[src/rtl/mem_ctrl_pkg.sv]
// mem_ctrl_pkg: shared definitions for the memory controller slice.
//   ADDR_WIDTH / DATA_WIDTH  : request address and data widths
//   MEM_D_*                  : request size encodings (none, byte, half, word)
//   src_e                    : which requester owns the access in flight
//   mem_req_t                : one LSB request (size, direction, address, data)
//   byte_count / byte_sel    : size-to-byte-count and byte-lane helpers
package mem_ctrl_pkg;

   localparam int ADDR_WIDTH = 32;
   localparam int DATA_WIDTH = 32;

   localparam logic [1:0] MEM_D_NONE = 2'd0;
   localparam logic [1:0] MEM_D_B    = 2'd1;
   localparam logic [1:0] MEM_D_H    = 2'd2;
   localparam logic [1:0] MEM_D_W    = 2'd3;

   typedef enum logic {
      SRC_LSB = 1'b0,
      SRC_IF  = 1'b1
   } src_e;

   typedef struct packed {
      logic [1:0]            d_type;
      logic                  rw;
      logic [ADDR_WIDTH-1:0] addr;
      logic [DATA_WIDTH-1:0] data;
   } mem_req_t;

   function automatic logic [2:0] byte_count(input logic [1:0] d_type);
      case (d_type)
         MEM_D_B: return 3'd1;
         MEM_D_H: return 3'd2;
         default: return 3'd4;
      endcase
   endfunction

   function automatic logic [7:0] byte_sel(input logic [DATA_WIDTH-1:0] w,
                                           input logic [1:0] idx);
      return w[8*idx +: 8];
   endfunction

endpackage

[src/rtl/mem_ctrl_if.sv]
// mem_ctrl_if: bundles the LSB request port, the instruction-fetch port,
// the UART back-pressure flag and the 8-bit RAM/IO bus.
//   slave  : the memory controller side
//   master : the requesters plus the RAM (the environment around the controller)
interface mem_ctrl_if;
   import mem_ctrl_pkg::*;

   // LSB port
   logic [1:0]            lsb_d_type;
   logic                  lsb_rw;
   logic [ADDR_WIDTH-1:0] lsb_addr;
   logic [DATA_WIDTH-1:0] lsb_data;
   logic                  lsb_din_en;
   logic [DATA_WIDTH-1:0] lsb_din;
   logic                  lsb_w_done;

   // instruction-fetch port
   logic                  if_en;
   logic [ADDR_WIDTH-1:0] if_addr;
   logic                  if_done;
   logic [DATA_WIDTH-1:0] if_inst;

   // RAM / IO bus
   logic                  io_buffer_full;
   logic [7:0]            ram_din;
   logic [7:0]            ram_dout;
   logic [ADDR_WIDTH-1:0] ram_a;
   logic                  ram_wr;

   modport slave (
      input  lsb_d_type, lsb_rw, lsb_addr, lsb_data,
      output lsb_din_en, lsb_din, lsb_w_done,
      input  if_en, if_addr,
      output if_done, if_inst,
      input  io_buffer_full, ram_din,
      output ram_dout, ram_a, ram_wr
   );

   modport master (
      output lsb_d_type, lsb_rw, lsb_addr, lsb_data,
      input  lsb_din_en, lsb_din, lsb_w_done,
      output if_en, if_addr,
      input  if_done, if_inst,
      output io_buffer_full, ram_din,
      input  ram_dout, ram_a, ram_wr
   );

endinterface

[src/rtl/mem_ctrl.sv]
// mem_ctrl: serialises LSB loads/stores and instruction fetches onto the
// 8-bit RAM/IO bus.
//   clk        : system clock
//   rst_in     : asynchronous active-low reset
//   rdy_in     : global ready, low freezes every register (ram_wr forced low)
//   roll_back  : misprediction flush, aborts reads and drops a latched load
//   bus        : mem_ctrl_if.slave (LSB port, IF port, io_buffer_full, RAM bus)
// Reads: address byte j goes out at edge E(j), the RAM answers one edge later
// and the byte is captured at E(j+2); the done pulse follows E(N+1).
// Writes: one byte per cycle starting at the accept edge, done pulse after.
module mem_ctrl
   import mem_ctrl_pkg::*;
#(
   parameter logic [1:0] IO_ADDR_HI = 2'b11
) (
   input  logic      clk,
   input  logic      rst_in,
   input  logic      rdy_in,
   input  logic      roll_back,
   mem_ctrl_if.slave bus
);

   typedef enum logic [1:0] {
      IDLE  = 2'd0,
      READ  = 2'd1,
      WRITE = 2'd2
   } state_e;

   // control state
   state_e                state;
   src_e                  src;
   logic [2:0]            k;
   logic [2:0]            n;
   logic                  pend_vld;

   // datapath state
   mem_req_t              pend;
   logic [ADDR_WIDTH-1:0] cur_addr;
   logic [DATA_WIDTH-1:0] cur_data;
   logic [DATA_WIDTH-1:0] rdata;

   // registered outputs
   logic [ADDR_WIDTH-1:0] ram_a_q;
   logic [7:0]            ram_dout_q;
   logic                  ram_wr_q;
   logic                  lsb_din_en_q;
   logic [DATA_WIDTH-1:0] lsb_din_q;
   logic                  lsb_w_done_q;
   logic                  if_done_q;
   logic [DATA_WIDTH-1:0] if_inst_q;

   // request selection
   mem_req_t              live_req;
   logic                  live_ok;
   logic                  pend_keep;
   mem_req_t              sel_req;
   src_e                  sel_src;
   logic                  sel_vld;
   logic                  take_pend;
   logic                  take_live;
   logic                  accept;
   logic                  capture;
   logic                  io_hold_sel;
   logic                  io_hold_cur;

   logic [1:0]            rd_idx;
   logic [DATA_WIDTH-1:0] next_rdata;
   logic [ADDR_WIDTH-1:0] addr_k;

   assign live_req = '{d_type: bus.lsb_d_type, rw: bus.lsb_rw,
                       addr: bus.lsb_addr, data: bus.lsb_data};

   // Loads (live or latched) are squashed by a flush; stores always survive.
   assign live_ok   = (bus.lsb_d_type != MEM_D_NONE) && !(roll_back && !bus.lsb_rw);
   assign pend_keep = pend_vld && !(roll_back && !pend.rw);

   always_comb begin
      sel_vld   = 1'b0;
      sel_req   = live_req;
      sel_src   = SRC_LSB;
      take_pend = 1'b0;
      take_live = 1'b0;
      if (pend_keep) begin
         sel_vld   = 1'b1;
         sel_req   = pend;
         take_pend = 1'b1;
      end else if (live_ok) begin
         sel_vld   = 1'b1;
         take_live = 1'b1;
      end else if (bus.if_en && !roll_back) begin
         sel_vld = 1'b1;
         sel_src = SRC_IF;
         sel_req = '{d_type: MEM_D_W, rw: 1'b0, addr: bus.if_addr, data: '0};
      end
   end

   assign accept  = (state == IDLE) && sel_vld;
   // Any surviving LSB pulse that is not accepted right now goes to the latch.
   assign capture = live_ok && !(accept && take_live);

   assign io_hold_sel = (sel_req.addr[17:16] == IO_ADDR_HI) && bus.io_buffer_full;
   assign io_hold_cur = (cur_addr[17:16] == IO_ADDR_HI) && bus.io_buffer_full;

   // k runs 2..5 while bytes are captured; lane = k - 2 modulo 4.
   assign rd_idx = k[1:0] - 2'd2;
   assign addr_k = cur_addr + {{(ADDR_WIDTH-3){1'b0}}, k};

   always_comb begin
      next_rdata = rdata;
      next_rdata[8*rd_idx +: 8] = bus.ram_din;
   end

   // ---- control FSM and registered outputs ----
   always_ff @(posedge clk or negedge rst_in) begin
      if (!rst_in) begin
         state        <= IDLE;
         src          <= SRC_LSB;
         k            <= '0;
         n            <= '0;
         pend_vld     <= 1'b0;
         ram_a_q      <= '0;
         ram_dout_q   <= '0;
         ram_wr_q     <= 1'b0;
         lsb_din_en_q <= 1'b0;
         lsb_din_q    <= '0;
         lsb_w_done_q <= 1'b0;
         if_done_q    <= 1'b0;
         if_inst_q    <= '0;
      end else if (rdy_in) begin
         lsb_din_en_q <= 1'b0;
         lsb_w_done_q <= 1'b0;
         if_done_q    <= 1'b0;

         if (capture)
            pend_vld <= 1'b1;
         else if ((accept && take_pend) || !pend_keep)
            pend_vld <= 1'b0;

         case (state)
            IDLE: begin
               if (sel_vld) begin
                  src     <= sel_src;
                  n       <= byte_count(sel_req.d_type);
                  ram_a_q <= sel_req.addr;
                  if (sel_req.rw) begin
                     state <= WRITE;
                     if (io_hold_sel) begin
                        ram_wr_q <= 1'b0;
                        k        <= 3'd0;
                     end else begin
                        ram_wr_q   <= 1'b1;
                        ram_dout_q <= byte_sel(sel_req.data, 2'd0);
                        k          <= 3'd1;
                     end
                  end else begin
                     state    <= READ;
                     ram_wr_q <= 1'b0;
                     k        <= 3'd1;
                  end
               end
            end

            READ: begin
               if (roll_back) begin
                  state <= IDLE;
               end else begin
                  if (k < n)
                     ram_a_q <= addr_k;
                  if (k == n + 3'd1) begin
                     state <= IDLE;
                     if (src == SRC_IF) begin
                        if_done_q <= 1'b1;
                        if_inst_q <= next_rdata;
                     end else begin
                        lsb_din_en_q <= 1'b1;
                        lsb_din_q    <= next_rdata;
                     end
                  end else begin
                     k <= k + 3'd1;
                  end
               end
            end

            WRITE: begin
               // UART back-pressure stalls the byte stream without losing place.
               if (io_hold_cur) begin
                  ram_wr_q <= 1'b0;
               end else if (k < n) begin
                  ram_a_q    <= addr_k;
                  ram_dout_q <= byte_sel(cur_data, k[1:0]);
                  ram_wr_q   <= 1'b1;
                  k          <= k + 3'd1;
               end else begin
                  ram_wr_q     <= 1'b0;
                  lsb_w_done_q <= 1'b1;
                  state        <= IDLE;
               end
            end

            default: state <= IDLE;
         endcase
      end
   end

   // ---- request payload and read assembly ----
   always_ff @(posedge clk) begin
      if (rdy_in) begin
         if (capture)
            pend <= live_req;
         if (accept) begin
            cur_addr <= sel_req.addr;
            cur_data <= sel_req.data;
            rdata    <= '0;
         end else if ((state == READ) && (k >= 3'd2)) begin
            rdata <= next_rdata;
         end
      end
   end

   assign bus.ram_a      = ram_a_q;
   assign bus.ram_dout   = ram_dout_q;
   assign bus.ram_wr     = ram_wr_q & rdy_in;
   assign bus.lsb_din_en = lsb_din_en_q;
   assign bus.lsb_din    = lsb_din_q;
   assign bus.lsb_w_done = lsb_w_done_q;
   assign bus.if_done    = if_done_q;
   assign bus.if_inst    = if_inst_q;

endmodule

[src/flat_wrapper.sv]
// flat-port wrapper written by rule: the top's interface ports become plain ports
module mem_ctrl_flat import mem_ctrl_pkg::*;
#(
   parameter logic [1:0] IO_ADDR_HI = 2'b11
)
  (clk, rst_in, rdy_in, roll_back, bus_lsb_d_type, bus_lsb_rw, bus_lsb_addr, bus_lsb_data, bus_lsb_din_en, bus_lsb_din, bus_lsb_w_done, bus_if_en, bus_if_addr, bus_if_done, bus_if_inst, bus_io_buffer_full, bus_ram_din, bus_ram_dout, bus_ram_a, bus_ram_wr);
  mem_ctrl_if bus_i ();
  input  logic clk;
  input  logic rst_in;
  input  logic rdy_in;
  input  logic roll_back;
  input wire logic [$bits(bus_i.lsb_d_type)-1:0] bus_lsb_d_type;
  input wire logic [$bits(bus_i.lsb_rw)-1:0] bus_lsb_rw;
  input wire logic [$bits(bus_i.lsb_addr)-1:0] bus_lsb_addr;
  input wire logic [$bits(bus_i.lsb_data)-1:0] bus_lsb_data;
  output wire logic [$bits(bus_i.lsb_din_en)-1:0] bus_lsb_din_en;
  output wire logic [$bits(bus_i.lsb_din)-1:0] bus_lsb_din;
  output wire logic [$bits(bus_i.lsb_w_done)-1:0] bus_lsb_w_done;
  input wire logic [$bits(bus_i.if_en)-1:0] bus_if_en;
  input wire logic [$bits(bus_i.if_addr)-1:0] bus_if_addr;
  output wire logic [$bits(bus_i.if_done)-1:0] bus_if_done;
  output wire logic [$bits(bus_i.if_inst)-1:0] bus_if_inst;
  input wire logic [$bits(bus_i.io_buffer_full)-1:0] bus_io_buffer_full;
  input wire logic [$bits(bus_i.ram_din)-1:0] bus_ram_din;
  output wire logic [$bits(bus_i.ram_dout)-1:0] bus_ram_dout;
  output wire logic [$bits(bus_i.ram_a)-1:0] bus_ram_a;
  output wire logic [$bits(bus_i.ram_wr)-1:0] bus_ram_wr;
  assign bus_i.lsb_d_type = bus_lsb_d_type;
  assign bus_i.lsb_rw = bus_lsb_rw;
  assign bus_i.lsb_addr = bus_lsb_addr;
  assign bus_i.lsb_data = bus_lsb_data;
  assign bus_lsb_din_en = bus_i.lsb_din_en;
  assign bus_lsb_din = bus_i.lsb_din;
  assign bus_lsb_w_done = bus_i.lsb_w_done;
  assign bus_i.if_en = bus_if_en;
  assign bus_i.if_addr = bus_if_addr;
  assign bus_if_done = bus_i.if_done;
  assign bus_if_inst = bus_i.if_inst;
  assign bus_i.io_buffer_full = bus_io_buffer_full;
  assign bus_i.ram_din = bus_ram_din;
  assign bus_ram_dout = bus_i.ram_dout;
  assign bus_ram_a = bus_i.ram_a;
  assign bus_ram_wr = bus_i.ram_wr;
  mem_ctrl #(.IO_ADDR_HI(IO_ADDR_HI)) u_core (.clk(clk), .rst_in(rst_in), .rdy_in(rdy_in), .roll_back(roll_back), .bus(bus_i));
endmodule
[config.mk]
export PLATFORM = sky130hd
export DESIGN_NAME = mem_ctrl_flat
export DESIGN_NICKNAME = d
export VERILOG_FILES = /design/src/rtl/mem_ctrl_pkg.sv /design/src/rtl/mem_ctrl_if.sv /design/src/rtl/mem_ctrl.sv /design/src/flat_wrapper.sv
export SDC_FILE = /design/constraint.sdc
export NUM_CORES = 1
export LEC_CHECK = 0
export BUFFER_PORTS_ARGS = -buffer_cell sky130_fd_sc_hd__clkbuf_2
export CAP_MARGIN = 20
export CORE_UTILIZATION = 52
export DETAILED_ROUTE_END_ITERATION = 7
export HOLD_SLACK_MARGIN = 0.1
export PLACE_DENSITY = 0.73
export SLEW_MARGIN = 20
export SYNTH_ARGS = -nofsm -noshare
export SYNTH_HDL_FRONTEND = slang
export SYNTH_SLANG_ARGS = --single-unit
[constraint.sdc]
create_clock -name clk -period 12.3 [get_ports clk]
set_clock_uncertainty 0.1 [all_clocks]
set_input_delay 2.46 -clock clk [delete_from_list [all_inputs] [get_ports clk]]
set_output_delay 2.46 -clock clk [all_outputs]
set_load 0.005 [all_outputs]
==> impl_metrics.toml <==
[pwr]
pwr-share-comb_pct = 35.3
p_sw_uw = 1220
power_density_mw_per_mm2 = 232
power_frac_seq_pct = 42.3
vdd_drop_max_v = 0.000140
switching_share_pct = 34.5
p_int_uw = 2310
clock_power_share_pct = 22.4
p_leak_uw = 0.00672

[final_layout]
finalCoreUtilization_pct = 62.6
postLayoutCellArea_mm2 = 0.0152
n_antenna_cell = 0
nets = 1364
area_growth_syn_to_layout_pct = 17.7
drive_gt1_share_pct = 30.5
final_cells = 1577
fillers = 1876

[status]
status = "finished clean"

[die]
die_x_um = 160
start_util_pct = 53.2
die-area_mm2 = 0.0255
die_y_um = 160
num_io_pins = 221
core-area_mm2 = 0.0243
row_count = 57

[routing]
wl_met1_um = 13200
top_layer = "met4"
wl_per_cell_um = 19.1
wirelength_um = 30200
drtIter0Drc = 848
drtPass1Iterations = 5
dr_wl_met3_um = 1980
vias = 8975
met2_wirelength_um = 14400
viasPerCell = 5.69
ant_nets = 0
drc = 0

[synth]
yosysWarnings = 0
synth_seq_cells = 281
async_flop_share_pct = 42.0
yosysTopAreaCell = "edfxtp_1"
synthesis.nets = 1152
avgSynthCellArea_um2 = 12.7
synth_area_mm2 = 0.0129
ys_top_cells_by_area = "edfxtp_1 (38%), dfrtp_1 (23%), mux2_2 (6.5%)"
synth_most_common_cell = "edfxtp_1"
ys.flop_type = "edfxtp_1"
synth_top_area_share_pct = 37.9
synth_common_cells = "edfxtp_1 (163), dfrtp_1 (118), nand2_1 (106)"
ys_seq_area_share_pct = 60.7
synth_cell_types = 61
synth_edf_count = 163
netlist_instances = 1019

[grt]
antenna_found_initial = 0
grt_overflow = 0
grtUsageTotal_pct = 24.0
grt_pass1_vias = 8763
grt_max_degree = 66
grt_pass1_wl_um = 48300

[timing]
worst_pin_slew_ps = 1080
finalHoldViolCount = 0
fmax_ghz = 0.178
post-route-period-util_pct = 45.6
drv_slew = 0
hold-worst-slack_ps = 378
relSlewSlack_pct = 27.4
fin_tns_setup_ps = 0
rsz0062_at_grt = "no"
period_needed_ps = 5600
setup_violations = 0

[setup_path]
crit_fanout = 16
cp.arrival_ps = 3040
r2r_slack_ps = 8710
crit_end = "bus_ram_wr"
reg2reg_from = "u_core.pend_vld"
timing.rr.end = "u_core.cur_data[11]"
worstSetupPathType = "input pin to primary output"
crit_required_ps = 9740
start_kind = "input pin"
r2r_cells = 6
crit_path_end_kind = "primary output"
crit_start = "rdy_in"

[placed_design]
globalplace.congestion = 0.825
postPlaceCellArea_mm2 = 0.0144
port_buffers = 220
post-dp-hpwl_um = 20300
dp_cells = 1524

[cts]
clock_path_buffers = 3
clock_sinks = 281
path_clk_slew_ps = 60
htreeDepth = 1
cts_setup_buffers = 0
cts_tree = "done"
cts_root_buffer = "clkbuf_16"
cts_resized = 0
clk_latency_ps = 540
numCtsBuffers = 29
cts.hold.buffers_added = 0

[hold_path]
min_path_type = "register to register"

[flow_run]
cap_violations = 0
[final cells by class]
type	instances	area, µm²	area share (%)
repair buffers	237	1230	8.09
flip-flops and latches	281	7850	51.6
well taps	324	405	2.66
clock inverters	10	52.6	0.345
clock buffers	43	798	5.24
multi-input cells	630	4690	30.8
inverters	52	195	1.28
[worst min-delay path by stage]
stage                         start               endpoint  slack (ps)  cells after the start
3_3_place_gp   u_core.bus.ram_a[16]   u_core.bus.ram_a[16]         360                      2
6_report        u_core.bus.ram_a[1]    u_core.bus.ram_a[1]         380                      2
2_1_floorplan            u_core.src  u_core.bus.lsb_din_en         370                      1
5_1_grt        u_core.bus.ram_a[12]   u_core.bus.ram_a[12]         390                      1
3_5_place_dp   u_core.bus.ram_a[12]   u_core.bus.ram_a[12]         370                      1
4_1_cts        u_core.bus.ram_a[12]   u_core.bus.ram_a[12]         380                      1
[kinds of logic (layout without fill, tap and decap cells)]
kind of cell               after synthesis  count (layout)  share of synthesized area (%)
adders and majority gates               20              20                           1.99
AOI/OAI and AO/OA                      206             206                           11.4
DFF                                    281             281                           60.7
and+or+nand+nor                        266             266                           10.2
muxes                                  113             113                           10.6
xor gates and xnor gates                25              25                           1.81
buffers and inverters                  108             342                           3.32
[sequential cells by signal (all words and copies together), names as in the netlist]
name,count
u_core.pend,67
u_core.bus.if_inst,32
u_core.bus.lsb_din,32
u_core.bus.ram_a,32
u_core.cur_addr,32
u_core.cur_data,32
u_core.rdata,32
u_core.bus.ram_dout,8
u_core.k,3
u_core.n,3
u_core.state,2
u_core.bus.if_done,1
u_core.bus.lsb_din_en,1
u_core.bus.lsb_w_done,1
u_core.pend_vld,1
u_core.ram_wr_q,1
u_core.src,1
[critical path: stages]
cell      delay (ps)
clkbuf_2         290
and2_1           180
clkbuf_2         110
[power by group through the flow]
stage | clock network (µW) | logic [µW] | registers (µW)
after CTS | 811 | 1250 | 1500
after global routing | 852 | 1370 | 1520
after detailed placement | 0 | 1240 | 1510
final | 794 | 1250 | 1500
after floorplan | 0 | 839 | 1470
after global placement | 0 | 1210 | 1500
[metal layers]
layer | up-vias | global-route usage (%)
li1 | 4202 | -
met1 | 4394 | 34.2
met2 | 338 | 38.5
met3 | 41 | 3.74
met4 | 0 | 6.21
met5 | - | 0
[placed cells by master, fill, tap and decap left out, drive strengths merged, types with 4 or more instances in the layout]
master,count
buf,18
mux2,84
a21oi,16
nor4,6
a2111oi,7
nand2,106
clkbuf,262
nand3,22
nor3,28
nor2,24
xnor2,15
a221o,12
inv,52
o211a,7
dfrtp,118
nor2b,39
o31ai,7
a31oi,21
ha,19
clkinv,8
xor2,9
mux2i,21
nor3b,6
and2,4
a211oi,10
a21o,9
o22ai,6
edfxtp,163
a22o,33
nor4b,4
mux4,8
o21ai,56
nand4,9
[through the flow]
| stage | worst slack, ps | total power (µW) |
|---|---|---|
| 6_report | 6700 | 3540 |
| 5_1_grt | 6660 | 3750 |
| 4_1_cts | 6700 | 3560 |
| 3_5_place_dp | 6690 | 2750 |
| 3_3_place_gp | 6700 | 2710 |
| 2_1_floorplan | 5020 | 2310 |
Power figures use the tool's default switching activity.
